--- src/rtl/edge_seq_pkg.sv ---
// Shared types and constants for the edge counter
// run sequencer.
package edge_seq_pkg;

  localparam int NUM_CH         = 4;
  localparam int CLR_CYCLES_DEF = 2;

  typedef enum logic [2:0] {
    IDLE,
    CLEAR,
    ARMED,
    GAP,
    DONE
  } seq_state_e;

endpackage

--- src/rtl/edge_seq_timer.sv ---
// Loadable up/down counter shared by the low-time
// windows and the armed-window timeout.
module edge_seq_timer #(
  parameter int W = 32
) (
  input  logic         clk,
  input  logic         rst_n,
  input  logic         load_i,
  input  logic [W-1:0] load_val_i,
  input  logic         en_i,
  input  logic         up_i,
  output logic [W-1:0] cnt_o,
  output logic         tc_o
);

  logic [W-1:0] cnt_q, cnt_d;

  always_comb begin
    cnt_d = cnt_q;
    if (load_i) begin
      cnt_d = load_val_i;
    end else if (en_i) begin
      if (up_i) begin
        if (cnt_q != '1) cnt_d = cnt_q + W'(1);
      end else begin
        if (cnt_q != '0) cnt_d = cnt_q - W'(1);
      end
    end
  end

  always_ff @(posedge clk or negedge rst_n) begin
    if (!rst_n) cnt_q <= '0;
    else        cnt_q <= cnt_d;
  end

  assign cnt_o = cnt_q;
  // up: saturated; down: expired
  assign tc_o  = up_i ? (&cnt_q) : (cnt_q == '0);

endmodule

--- src/rtl/edge_counter_sequencer.sv ---
// Run controller: arms the edge counter channels, waits
// for d3 capture or timeout, repeats for N runs.
module edge_counter_sequencer
  import edge_seq_pkg::*;
#(
  parameter int CLR_CYCLES = CLR_CYCLES_DEF,
  parameter int TMO_W      = 32,
  parameter int RUN_W      = 8
) (
  input  logic              clk,
  input  logic              rst_n,
  input  logic              start,
  input  logic              abort,
  input  logic [NUM_CH-1:0] cfg_ch_mask,
  input  logic [NUM_CH-1:0] cfg_trig_mask,
  input  logic [TMO_W-1:0]  cfg_timeout,
  input  logic [RUN_W-1:0]  cfg_num_runs,
  input  logic [15:0]       cfg_gap,
  input  logic [31:0]       d3_count_0,
  input  logic [31:0]       d3_count_1,
  input  logic [31:0]       d3_count_2,
  input  logic [31:0]       d3_count_3,
  output logic [NUM_CH-1:0] cfg_enable,
  output logic [NUM_CH-1:0] cfg_trig_enable,
  output logic              busy,
  output logic              done,
  output logic              timeout_flag,
  output logic              abort_flag,
  output logic [NUM_CH-1:0] ch_complete,
  output logic [RUN_W-1:0]  runs_done,
  output logic [RUN_W-1:0]  run_fail_count
);

  seq_state_e        state_q, state_d;
  logic [NUM_CH-1:0] mask_q, trig_q;
  logic [TMO_W-1:0]  tmo_q;
  logic [RUN_W-1:0]  nruns_q;
  logic [15:0]       gap_q;

  logic              tflag_q, tflag_d;
  logic              aflag_q, aflag_d;
  logic [NUM_CH-1:0] chc_q, chc_d;
  logic [RUN_W-1:0]  runs_q, runs_d;
  logic [RUN_W-1:0]  fail_q, fail_d;

  logic              accept;
  logic [NUM_CH-1:0] d3_nz, comp;
  logic              all_done, tmo_hit, last_run;
  logic [RUN_W:0]    runs_nx, runs_eff;
  logic [TMO_W-1:0]  gap_len;

  logic              tmr_load, tmr_en, tmr_up, tmr_tc;
  logic [TMO_W-1:0]  tmr_val, tmr_cnt;

  assign accept = (state_q == IDLE) && start && !abort;

  assign d3_nz = {d3_count_3 != '0, d3_count_2 != '0,
                  d3_count_1 != '0, d3_count_0 != '0};
  assign comp     = mask_q & d3_nz;
  assign all_done = (comp == mask_q);
  assign tmo_hit  = (tmo_q != '0) &&
                    (tmr_cnt == tmo_q - TMO_W'(1));

  assign runs_nx  = {1'b0, runs_q} + (RUN_W+1)'(1);
  assign runs_eff = (nruns_q == '0) ? (RUN_W+1)'(1)
                                    : {1'b0, nruns_q};
  assign last_run = (runs_nx >= runs_eff);

  assign gap_len = (TMO_W'(gap_q) < TMO_W'(CLR_CYCLES))
                 ? TMO_W'(CLR_CYCLES) : TMO_W'(gap_q);

  assign tmr_up = (state_q == ARMED);

  edge_seq_timer #(.W(TMO_W)) u_timer (
    .clk        (clk),
    .rst_n      (rst_n),
    .load_i     (tmr_load),
    .load_val_i (tmr_val),
    .en_i       (tmr_en),
    .up_i       (tmr_up),
    .cnt_o      (tmr_cnt),
    .tc_o       (tmr_tc)
  );

  always_comb begin
    state_d  = state_q;
    tflag_d  = tflag_q;
    aflag_d  = aflag_q;
    chc_d    = chc_q;
    runs_d   = runs_q;
    fail_d   = fail_q;
    tmr_load = 1'b0;
    tmr_en   = 1'b0;
    tmr_val  = '0;
    unique case (state_q)
      IDLE: begin
        if (accept) begin
          state_d  = CLEAR;
          tflag_d  = 1'b0;
          aflag_d  = 1'b0;
          chc_d    = '0;
          runs_d   = '0;
          fail_d   = '0;
          tmr_load = 1'b1;
          tmr_val  = TMO_W'(CLR_CYCLES - 1);
        end
      end
      CLEAR: begin
        tmr_en = 1'b1;
        if (tmr_tc) begin
          if (mask_q == '0) begin
            state_d = DONE;
          end else begin
            state_d  = ARMED;
            tmr_load = 1'b1;
          end
        end
      end
      ARMED: begin
        tmr_en = 1'b1;
        // completion takes precedence over a same-cycle timeout
        if (all_done || tmo_hit) begin
          chc_d  = comp;
          runs_d = runs_q + RUN_W'(1);
          if (!all_done) begin
            tflag_d = 1'b1;
            fail_d  = (&fail_q) ? fail_q
                                : fail_q + RUN_W'(1);
          end
          if (last_run) begin
            state_d = DONE;
          end else begin
            state_d  = GAP;
            tmr_load = 1'b1;
            tmr_val  = gap_len - TMO_W'(1);
          end
        end
      end
      GAP: begin
        tmr_en = 1'b1;
        if (tmr_tc) begin
          state_d  = ARMED;
          tmr_load = 1'b1;
        end
      end
      DONE:    state_d = IDLE;
      default: state_d = IDLE;
    endcase
    if (abort && (state_q != IDLE)) begin
      state_d = IDLE;
      aflag_d = 1'b1;
      tflag_d = tflag_q;
      chc_d   = chc_q;
      runs_d  = runs_q;
      fail_d  = fail_q;
    end
  end

  always_ff @(posedge clk or negedge rst_n) begin
    if (!rst_n) begin
      state_q <= IDLE;
      tflag_q <= 1'b0;
      aflag_q <= 1'b0;
      chc_q   <= '0;
      runs_q  <= '0;
      fail_q  <= '0;
    end else begin
      state_q <= state_d;
      tflag_q <= tflag_d;
      aflag_q <= aflag_d;
      chc_q   <= chc_d;
      runs_q  <= runs_d;
      fail_q  <= fail_d;
    end
  end

  always_ff @(posedge clk or negedge rst_n) begin
    if (!rst_n) begin
      mask_q  <= '0;
      trig_q  <= '0;
      tmo_q   <= '0;
      nruns_q <= '0;
      gap_q   <= '0;
    end else if (accept) begin
      mask_q  <= cfg_ch_mask;
      trig_q  <= cfg_trig_mask;
      tmo_q   <= cfg_timeout;
      nruns_q <= cfg_num_runs;
      gap_q   <= cfg_gap;
    end
  end

  assign cfg_enable      = (state_q == ARMED) ? mask_q : '0;
  assign cfg_trig_enable = (state_q == ARMED) ? (mask_q & trig_q)
                                              : '0;
  assign busy            = (state_q != IDLE);
  assign done            = (state_q == DONE) && !abort;
  assign timeout_flag    = tflag_q;
  assign abort_flag      = aflag_q;
  assign ch_complete     = chc_q;
  assign runs_done       = runs_q;
  assign run_fail_count  = fail_q;

endmodule

--- config.mk ---
export PLATFORM = sky130hd
export DESIGN_NAME = edge_counter_sequencer
export DESIGN_NICKNAME = d
export VERILOG_FILES = /design/src/rtl/edge_seq_pkg.sv /design/src/rtl/edge_seq_timer.sv /design/src/rtl/edge_counter_sequencer.sv
export SDC_FILE = /design/constraint.sdc
export NUM_CORES = 1
export LEC_CHECK = 0
export ABC_CLOCK_PERIOD_IN_PS = 8300
export CORE_MARGIN = 5
export CORE_UTILIZATION = 35
export CTS_CLUSTER_SIZE = 8
export DETAILED_ROUTE_END_ITERATION = 10
export PLACE_DENSITY = 0.71
export SLEW_MARGIN = 20
export SYNTH_ARGS = -nofsm -noshare
export SYNTH_HDL_FRONTEND = slang
export SYNTH_SLANG_ARGS = --single-unit
--- constraint.sdc ---
create_clock -name clk -period 8.3 [get_ports clk]
set_clock_uncertainty 0.1 [all_clocks]
set_input_delay 1.66 -clock clk [delete_from_list [all_inputs] [get_ports clk]]
set_output_delay 1.66 -clock clk [all_outputs]
set_load 0.02 [all_outputs]
; Word-level counts from Yosys, hierarchy flattened
; Cells that the tools add are included.
[classes]
addsub = 7
order_cmp = 2
eq_ne = 16
muxes = 46
bitwise = 3
reduce_logical = 32
[ops]
columns = cell, count
row1 = two-way mux 32 bit, 7
row2 = nonzero test 32 bit, 6
row3 = one-hot mux 32 bit (2 select lines), 1
row4 = "subtractor 32 x 1 -> 32 bit, second input constant", 2
row5 = two-way mux 8 bit, 6
row6 = "adder 32 x 1 -> 32 bit, second input constant", 1
row7 = == test 32 bit, 1
row8 = logical NOT 32 bit, 1
row9 = "!= test 32 bit, second input constant", 1
row10 = one-hot mux 8 bit (2 select lines), 2
row11 = AND reduction 32 bit, 1
row12 = two-way mux 3 bit, 7
row13 = "subtractor 16 x 1 -> 17 bit, second input constant", 1
row14 = "adder 8 x 1 -> 8 bit, second input constant", 2
row15 = "< comparator 16 x 2 -> 1 bit, second input constant", 1
row16 = two-way mux 16 bit, 1
row17 = two-way mux 4 bit, 4
row18 = two-way mux 1 bit, 14
row19 = "!= test 3 bit, second input constant", 4
row20 = one-hot mux 3 bit (4 select lines), 1
row21 = "adder 8 x 1 -> 9 bit, second input constant", 1
row22 = greater-or-equal comparator 9 x 8 -> 1 bit, 1
row23 = bitwise AND 4 bit, 2
row24 = logical NOT 8 bit, 1
row25 = 24 further kinds, 37
[word_totals]
regBits = 121
in_bits = 196
output_inout_bits = 32
word_cells = 118

; Depth between registers and ports, before layout
; Gate-level depths: netlist of the first run.
[logic_depth]
depth_word = 8
ltp_mapped = 17
mapped_depth_nobuf = 14

; Cells and area by module
; Synthesis of the first run repeated with hierarchy kept, for this count alone.
[unflattened]
cells_unflattened = 1158
hier_area_um2 = 9411.5
[modules_own_cells]
columns = module, instances, cells_each, area_per_inst_um2, seq_area_each_um2
row1 = edge_counter_sequencer, 1, 741, 6067.1, 2227.1
row2 = edge_seq_timer, 1, 417, 3344.5, 800.8

; Least setup slack after synthesis of the first run
; No wires, ideal clock.
[synth_path]
path_type = in2out
from = input abort
to = output done
arrival_time_ps = 2559
required_time_ps = 6540
path_slack_ps = 3981
path_stages = 2
path_buffers = 1
cell_sequence = clkbuf_1 > nor4b_1
[synth_via]
elab_chain_len = 2
[synth_rtl]
columns = item, line_no
row1 = "start, declared", edge_counter_sequencer.sv:13  ; input logic abort,
row2 = logical NOT 1 bit, edge_counter_sequencer.sv:197  ; assign done = (state_q == DONE) && !abort;
row3 = logical AND 1 bit, edge_counter_sequencer.sv:197
row4 = "end, declared", edge_counter_sequencer.sv:26  ; output logic done,
; No other way between the ends.

; Worst setup path after layout of the first run
; Ends and elaborated chain as after synthesis.

==> summary.txt, run 1 <==
Outcome
  • Status: finished, final reports clean

CTS
  • Clock Sinks: 121
  • Clk slew on worst S/H paths: 0.06 ns
  • CTS H-tree depth: 4
  • Post-CTS Resized: 0
  • Hold buffers post-CTS: 0
  • Number of post-CTS setup repair buffers: 0
  • Clk_lat worst skew: 0.43 ns
  • Root Buffer: clkbuf_16
  • CTS max path bufs: 2
  • Number of buffers created by CTS: 17
  • CTS tree: yes

Layout
  • NumNets Final: 1,547
  • Register Area: 3030 um^2
  • Area Overhead vs Synth: 34.8%
  • Area of the multi-input gates: 5590 um^2
  • Share of layout cells above drive strength 1: 5.37%
  • Fill cells: 2,354

Power
  • Worst VDD drop: 0.212 mV
  • Leak: 4.99 nW
  • Sw Ratio: 46.3%
  • Psw: 2.26 mW
  • Logic pwr share: 58.2%
  • Sequential Power Share: 26.1%
  • Internal power: 2.63 mW
  • Pwr/cell area: 405 nW/um^2
  • Clock share of power: 15.7%

Min path
  • Hold path depth: 2
  • Hold WC Path Type: flop to flop
  • Hold Path Sink: trig_q[0]$_DFFE_PN0P_
  • HP Start: trig_q[0]$_DFFE_PN0P_

Critical path
  • Crit end category: output port
  • RR Endpoint: u_timer.cnt_o[19]$_DFFE_PN0P_
  • Top Family by Delay on Critical Path: buffers and inverters
  • CP startpoint kind: primary input
  • R2r worst-path depth: 11
  • Crit path kind: primary input to output port
  • CP max stage cell: clkdlybuf4s50_1
  • CP max FO: 8
  • Critical path's largest stage delay: 0.73 ns
  • Data required, critical path: 6.54 ns
  • Critical-path cell list: clkdlybuf4s50_1 -> nor4b_1 -> clkdlybuf4s50_1
  • WP buf/inv: 2
  • Reg2reg start: tmo_q[1]$_DFFE_PN0P_
  • CP most frequent cell: clkdlybuf4s50_1
  • Reg2Reg Setup Slack: 3.57 ns
  • Arr. time, crit path: 3.57 ns

Die
  • Die Span X: 170 um
  • Ports: 228
  • Vert. Die Dim: 170 um
  • Core area: 25,200 um^2
  • # rows: 58
  • Starting density of the core: 35.6%
  • Die area: 28,900 um^2

Synthesis
  • Simple-gate portion of the synthesized area: 29.2%
  • Top cells by area, synth: dfrtp_1 34%, nand2_1 11%, ha_1 5.9%
  • Synth warnings: 0
  • Mapped Area: 8950 um^2
  • Post-synthesis cell count: 1,099
  • Largest family of logic cells by synthesized area: simple AND/OR/NAND/NOR gates
  • Ys async rst share: 100%
  • Flip-flop and latch count after synthesis: 121
  • Mux cell area share after synthesis: 0.796%
  • Net Count, Synth: 1,338
  • Post-synthesis xor/xnor area fraction: 8.27%
  • Ys flop type: dfrtp_1
  • Synth Area in Adders: 6.09%
  • Synth top area share: 33.8%
  • Post-synth EDFFs: 0
  • Synth area leader: dfrtp_1
  • Sequential area share after synthesis: 33.8%
  • Mapped Avg Cell Area: 8.15 um^2
  • Count of different cell masters after synthesis: 84
  • Synth Area in Compound Gates: 18.0%

Timing
  • Post-layout min period: 5.33 ns
  • Slew Limit Fails: 0
  • Hold Slack: 0.370 ns
  • Slew HR: 32.0%
  • Fmax: 188 MHz
  • Final Hold Fails: 0
  • Total negative slack: 0 ns
  • RSZ-0062 raised after global routing: no
  • Final period util: 64.2%
  • Worst slew pin tran: 1.01 ns
  • Final setup fails: 0

Drt
  • Routed wire length: 29,600 um
  • Drt pass-1 iters: 5
  • Via density: 5.44
  • ANT nets after route: 0
  • Vias after detailed routing: 8,999
  • Drt initial violations: 540
  • DR DRC count: 0
  • WL/cell: 17.9 um

Global route
  • Largest net degree at the start of global routing: 82
  • GRT Residual Overflow: 0
  • Initial antenna violation count: 3
  • GRT Resource Usage Total: 20.0%
  • Global-route wire length before repair: 46,400 um
  • Vias in the first global route: 8,901

Placement
  • Post-DP HPWL: 23,400 um
  • PortBufs: 227
  • Gpl congestion: 0.891

Job
  • Max Cap Viol: 0
## stage by stage
step | power (mW) | util, % | setup slack, ns | area, um^2 | cells
floorplan | 3.37 | - | 3.98 | 8950 | 1099
global placement | 4.03 | 45.5 | 2.69 | 11400 | 1619
detailed placement | 4.09 | 45.5 | 2.62 | 11400 | 1619
CTS | 4.88 | 47.9 | 2.93 | 12100 | 1651
global route | 5.31 | 47.9 | 2.85 | 12100 | 1654
finish | 4.88 | 47.9 | 2.97 | 12100 | 1654
## worst register-to-register path, cell delays in order, from the launching register on
cell and delay (ns):
dfrtp_1 0.49, inv_1 0.13, ha_1 0.35, nor2b_1 0.57, nand3_1 0.21, xor2_1 0.20, o311ai_0 0.36, a21o_2 0.19
o41ai_4 0.14, a21boi_2 0.78, nand2_1 0.69, o22a_1 0.40
## metal layers
layer  routed length [um]  track usage [%]  share of wire [%]
met1                11300             22.3                 38
met4                 1340             9.86                4.5
met5                    0                0                  0
met3                 2250             4.72                7.6
met2                14800             35.8                 50
## synth_stat cells, types with 4 or more instances
cell type / instances
nand2_1: 261
dfrtp_1: 121
o21ai_0: 64
nor4_1: 58
nor2_1: 54
xnor2_1: 51
ha_1: 42
a21oi_1: 37
nand3_1: 34
xor2_1: 31
clkbuf_1: 30
inv_1: 27
nor3_1: 21
nand2b_1: 18
a31oi_1: 17
nand4_1: 16
a2bb2oi_1: 15
a21o_1: 13
nor2b_1: 13
o21a_1: 12
a211oi_1: 11
and3_1: 10
o211ai_1: 8
and2_1: 7
mux2i_1: 6
o21bai_1: 6
or4_1: 6
o22a_1: 5
o22ai_1: 5
o31ai_1: 5
a31o_2: 4
buf_6: 4
nor3b_1: 4
or3_1: 4
## cell families (layout without fill, tap and decap cells)
logic type	after synthesis	after routing
fa+ha+maj	43	43
buf+inv	70	292
simple gates	538	538
xor+xnor	83	83
mux	7	7
compound gates	237	237
other cells	0	3
flops	121	121
## power by group through the flow
| stage | registers (mW) | clock network, mW | logic (mW) |
|---|---|---|---|
| global route | 1.32 | 0.810 | 3.18 |
| detailed placement | 1.27 | 0 | 2.82 |
| floorplan | 1.12 | 0 | 2.25 |
| CTS | 1.27 | 0.779 | 2.84 |
| finish | 1.27 | 0.766 | 2.85 |
| global placement | 1.26 | 0 | 2.77 |
## flip-flops by register name (all words and copies together) (netlist names)
register        flops
abort_flag          1
trig_q              4
u_timer.cnt_o      32
tmo_q              32
runs_done           8
gap_q              16
ch_complete         4
nruns_q             8
run_fail_count      8
timeout_flag        1
state_q             3
mask_q              4
## placed cells by master, fill, tap and decap left out, types with 21 or more instances in the layout
master	instances
inv_1	27
a21oi_1	36
nor3_1	21
nand3_1	34
ha_1	42
nor4_1	58
clkdlybuf4s50_1	226
nor2_1	53
nand2_1	261
dfrtp_1	121
xor2_1	31
o21ai_0	64
xnor2_1	51
## area by class of cell
cell class                      instances  area share [%]
Antenna cell                            3          0.0622
Clock inverter                         14            1.43
Sequential cell                       121            25.1
Inverter                               27           0.840
Timing Repair Buffer                  233            19.2
Tap cell                              330            3.42
Clock buffer                           18            3.64
Multi-Input combinational cell        908            46.3
## worst max-delay path by stage
| stage | startpoint | endpoint | slack, ns | cells after the start |
|---|---|---|---|---|
| 2_1_floorplan | abort | done | 3.98 | 2 |
| 3_3_place_gp | d3_count_3[5] | u_timer.cnt_o[11]$_DFFE_PN0P_ | 2.69 | 10 |
| 4_1_cts | abort | done | 2.93 | 3 |
| 5_1_grt | d3_count_3[5] | u_timer.cnt_o[11]$_DFFE_PN0P_ | 2.85 | 10 |
| 6_report | abort | done | 2.97 | 3 |
| 3_5_place_dp | d3_count_3[5] | u_timer.cnt_o[9]$_DFFE_PN0P_ | 2.62 | 10 |
(Power assumes the default switching activity.)
==> run 2, diff against run 1 <==
Settings changed: ABC_CLOCK_PERIOD_IN_PS 8300 to 5000.
Clock period 8.3 ns to 5 ns, I/O delays scaled along.
==> summary.txt, run 2 (same netlist as run 1, synthesis figures left out) <==
Outcome
  • Status: finished, final reports clean

Die
  • Vert. Die Dim: 170 um
  • Die area: 28,900 um^2
  • Core area: 25,200 um^2
  • Ports: 228
  • Starting density of the core: 35.6%
  • # rows: 58
  • Die Span X: 170 um

Power
  • Sequential Power Share: 26.0%
  • Psw: 3.78 mW
  • Internal power: 4.37 mW
  • Pwr/cell area: 672 nW/um^2
  • Clock share of power: 15.7%
  • Logic pwr share: 58.3%
  • Worst VDD drop: 0.313 mV
  • Leak: 5.01 nW
  • Sw Ratio: 46.4%

Critical path
  • Crit end category: flop
  • Data required, critical path: 5.19 ns
  • Arr. time, crit path: 4.54 ns
  • CP max FO: 17
  • Crit path kind: flop to flop
  • CP startpoint kind: flop
  • R2r worst-path depth: 15
  • RR Endpoint: u_timer.cnt_o[28]$_DFFE_PN0P_
  • Launch point of the worst path: state_q[1]$_DFFE_PN0P_
  • Reg2Reg Setup Slack: 0.65 ns
  • Reg2reg start: state_q[1]$_DFFE_PN0P_

CTS
  • CTS H-tree depth: 4
  • Root Buffer: clkbuf_16
  • Hold buffers post-CTS: 0
  • Number of post-CTS setup repair buffers: 0
  • Clk_lat worst skew: 0.43 ns
  • CTS tree: yes
  • Clock Sinks: 121
  • Clk slew on worst S/H paths: 0.06 ns
  • Number of buffers created by CTS: 17
  • CTS max path bufs: 2
  • Post-CTS Resized: 0

Min path
  • HP Start: trig_q[0]$_DFFE_PN0P_
  • Hold WC Path Type: flop to flop
  • Hold path depth: 2
  • Hold Path Sink: trig_q[0]$_DFFE_PN0P_

Layout
  • Design area: 12,100 um^2
  • Fin cells: 1,661
  • NumNets Final: 1,553
  • Area Overhead vs Synth: 35.3%
  • Core Util, Final: 48.1%
  • Most frequent cells in the layout: 261 x nand2_1, 226 x clkdlybuf4s50_1, 121 x dfrtp_1
  • Share of layout cells above drive strength 1: 5.73%
  • Most common cell after layout, fill and taps aside: nand2_1

Timing
  • Final period util: 87.0%
  • Fmax: 230 MHz
  • Final setup fails: 0
  • Final Hold Fails: 0
  • Slew HR: 35.0%
  • Hold Slack: 0.373 ns
  • Slew Limit Fails: 0
  • RSZ-0062 raised after global routing: no
  • Post-layout min period: 4.35 ns
  • Worst slew pin tran: 0.967 ns
  • Total negative slack: 0 ns

Placement
  • Dpl cell area: 11,500 um^2
  • Post-DP HPWL: 23,700 um
  • Placed insts: 1,625
  • Gpl congestion: 0.873
  • PortBufs: 227

Drt
  • Drt initial violations: 497
  • DR DRC count: 0
  • Routed wire length: 30,300 um
  • Drt pass-1 iters: 4
  • Vias after detailed routing: 9,006
  • WL/cell: 18.2 um
  • Via density: 5.42
  • ANT nets after route: 0

Global route
  • GRT Residual Overflow: 0
  • GRT Resource Usage Total: 20.3%
  • Global-route wire length before repair: 47,100 um
  • Largest net degree at the start of global routing: 81
  • Vias in the first global route: 9,035
  • Initial antenna violation count: 4

Job
  • Max Cap Viol: 0
[run 2: final cells by class]
cell class                      count  area [um^2]
Fill cell                        2358        13100
Multi-Input combinational cell    908         5590
Sequential cell                   121         3030
Timing Repair Buffer              239         2360
Clock buffer                       21          480
Tap cell                          330          413
Clock inverter                     11          135
Inverter                           27          101
Antenna cell                        4         10.0
[run 2: worst max path at each step]
stage                               endpoint  slack, ns  cells past startpoint
2_1_floorplan  u_timer.cnt_o[28]$_DFFE_PN0P_       1.10                     15
3_3_place_gp   u_timer.cnt_o[28]$_DFFE_PN0P_       0.74                     15
3_5_place_dp   u_timer.cnt_o[28]$_DFFE_PN0P_       0.68                     15
4_1_cts        u_timer.cnt_o[28]$_DFFE_PN0P_       0.66                     15
5_1_grt        u_timer.cnt_o[28]$_DFFE_PN0P_       0.16                     15
6_report       u_timer.cnt_o[28]$_DFFE_PN0P_       0.65                     15
[run 2: layer usage]
metal  GRT usage [%]  routed length [um]  up-vias
met2            37.6               15800      283
met1            22.8               11700     4285
li1                -                   -     4399
met3            4.97                2240       39
met4            6.46                 566        0
met5               0                   0        -
[run 2: critical path: stages, from the launching register on]
cell	delay (ns)
dfrtp_1	0.43
inv_1	0.09
nor3_2	0.21
inv_1	0.32
buf_4	0.31
ha_1	0.39
nand2_1	0.11
o311ai_0	0.50
o21ai_0	0.19
o211ai_1	0.20
o22ai_1	0.17
o21ai_0	0.49
a21boi_0	0.22
o21a_1	0.22
o21ai_2	0.16
a2bb2oi_1	0.07
[run 2: metrics by stage]
step,worst slack (ns),power [mW]
2_1_floorplan,1.10,5.60
3_3_place_gp,0.742,6.70
3_5_place_dp,0.679,6.81
4_1_cts,0.663,8.14
5_1_grt,0.162,8.85
6_report,0.651,8.15
[run 2: power groups by stage]
stage                     sequential, mW  combinational [mW]  clock, mW
after detailed placement            2.11                4.70          0
after global placement              2.10                4.60          0
after floorplan                     1.87                3.73          0
after global routing                2.19                5.32       1.34
final                               2.12                4.75       1.28
after CTS                           2.10                4.74       1.30
==> run 3, diff against run 2 <==
Settings changed: CELL_PAD_IN_SITES_DETAIL_PLACEMENT set to 1, CELL_PAD_IN_SITES_GLOBAL_PLACEMENT set to 1, CTS_CLUSTER_SIZE 8 to 12, PLACE_DENSITY 0.71 to 0.9.
==> summary.txt, run 3 (same netlist as run 1, synthesis figures left out) <==
Placement
  • Dpl cell area: 11,500 um^2
  • Gpl congestion: 0.934
  • PortBufs: 227
  • Post-DP HPWL: 26,900 um

Die
  • Starting density of the core: 35.6%
  • Core area: 25,200 um^2
  • Ports: 228
  • Vert. Die Dim: 170 um
  • Die area: 28,900 um^2
  • Die Span X: 170 um
  • # rows: 58

Layout
  • Most common cell after layout, fill and taps aside: nand2_1
  • Design area: 12,100 um^2
  • Most frequent cells in the layout: 261 x nand2_1, 226 x clkdlybuf4s50_1, 121 x dfrtp_1
  • Area Overhead vs Synth: 35.3%
  • Share of layout cells above drive strength 1: 5.87%
  • N_diodes: 0
  • NumNets Final: 1,554

Critical path
  • Crit path kind: flop to flop
  • Crit end category: flop
  • Data required, critical path: 5.25 ns
  • CP startpoint kind: flop
  • Arr. time, crit path: 4.67 ns
  • R2r worst-path depth: 14
  • CP max FO: 18

Timing
  • Fmax: 226 MHz
  • Slew Limit Fails: 0
  • Final period util: 88.5%
  • Post-layout min period: 4.42 ns
  • Slew HR: 37.0%
  • Final Hold Fails: 0
  • Final setup fails: 0
  • Total negative slack: 0 ns
  • RSZ-0062 raised after global routing: no
  • Worst slew pin tran: 0.936 ns

Drt
  • Via density: 5.63
  • DR DRC count: 0
  • Vias after detailed routing: 9,336
  • Drt initial violations: 549
  • Drt pass-1 iters: 5
  • ANT nets after route: 0
  • Routed wire length: 35,100 um
  • WL/cell: 21.2 um

Power
  • Worst VDD drop: 0.273 mV
  • Total power: 8.44 mW
  • Pwr/cell area: 696 nW/um^2
  • Leak: 5.02 nW

CTS
  • CTS tree: yes
  • Clock Sinks: 121
  • Hold buffers post-CTS: 0
  • Clk slew on worst S/H paths: 0.06 ns
  • Number of post-CTS setup repair buffers: 0
  • Root Buffer: clkbuf_16
  • CTS max path bufs: 2
  • Post-CTS Resized: 0
  • Number of buffers created by CTS: 17
  • CTS H-tree depth: 4
  • Clk_lat worst skew: 0.44 ns

Global route
  • Largest net degree at the start of global routing: 122
  • GRT Resource Usage Total: 24.2%
  • GRT Residual Overflow: 0
  • Vias in the first global route: 10,100
  • Initial antenna violation count: 1
  • Global-route wire length before repair: 55,200 um

Min path
  • Hold WC Path Type: flop to flop
  • Hold path depth: 2

Job
  • Max Cap Viol: 0

Outcome
  • Status: finished, final reports clean
-- run 3: cell count changes in the layout (fill, tap and decap cells not counted), sizes merged --
cell and change:
buf +1, diode -4, clkinv +3, clkbuf -3
inv +2, clkinvlp -2
-- run 3: critical path, stage by stage (launching register included) --
cell	delay, ns
dfrtp_1	0.49
inv_1	0.12
nor3_2	0.22
inv_1	0.36
ha_1	0.54
o211ai_1	0.12
o21ai_0	0.44
o221ai_1	0.28
o41ai_1	0.61
o31ai_1	0.24
o21ai_0	0.25
nor2_1	0.11
xnor2_1	0.21
nand2_1	0.10
a2bb2oi_1	0.15
-- run 3: final timing paths --
kind,from,to,slack [ns]
min reg2reg,trig_q[3]$_DFFE_PN0P_,trig_q[3]$_DFFE_PN0P_,0.38
max,state_q[1]$_DFFE_PN0P_,u_timer.cnt_o[27]$_DFFE_PN0P_,0.58
max reg2reg,state_q[1]$_DFFE_PN0P_,u_timer.cnt_o[27]$_DFFE_PN0P_,0.58
min in group asynchronous,rst_n,gap_q[4]$_DFFE_PN0P_,0.54
min,trig_q[3]$_DFFE_PN0P_,trig_q[3]$_DFFE_PN0P_,0.38
max in group asynchronous,rst_n,tmo_q[12]$_DFFE_PN0P_,3.70
-- run 3: routing by layer --
| layer | share of wire [%] | track usage, % | vias to the layer above | routed length [um] |
|---|---|---|---|---|
| met2 | 50 | 42.1 | 222 | 17500 |
| met4 | 2.1 | 6.15 | 2 | 738 |
| met5 | 0.026 | 0 | - | 9 |
| met3 | 5.0 | 4.85 | 59 | 1740 |
| met1 | 43 | 30.8 | 4651 | 15100 |
| li1 | - | - | 4402 | - |
-- run 3: per-stage QoR --
| stage | utilization (%) | hold slack, ns | setup slack [ns] | cells |
|---|---|---|---|---|
| after floorplan | - | 0.338 | 1.10 | 1099 |
| after global placement | 45.7 | 0.353 | 0.788 | 1626 |
| after detailed placement | 45.7 | 0.369 | 0.625 | 1626 |
| after CTS | 48.1 | 0.384 | 0.670 | 1658 |
| after global routing | 48.1 | 0.419 | 0.335 | 1658 |
| final | 48.1 | 0.376 | 0.577 | 1658 |
-- run 3: area by class of cell --
type | count | area [um^2]
Inverter | 27 | 101
Clock buffer | 18 | 439
Sequential cell | 121 | 3030
Tap cell | 330 | 413
Clock inverter | 14 | 160
Multi-Input combinational cell | 908 | 5590
Fill cell | 2992 | 13100
Timing Repair Buffer | 240 | 2380
-- run 3: where the power goes --
group	internal (mW)	switching (mW)	total, mW	leakage, nW
Sequential	1.42	0.767	2.19	1.52
Clock	0.758	0.520	1.28	0.293
Combinational	2.17	2.80	4.97	3.20
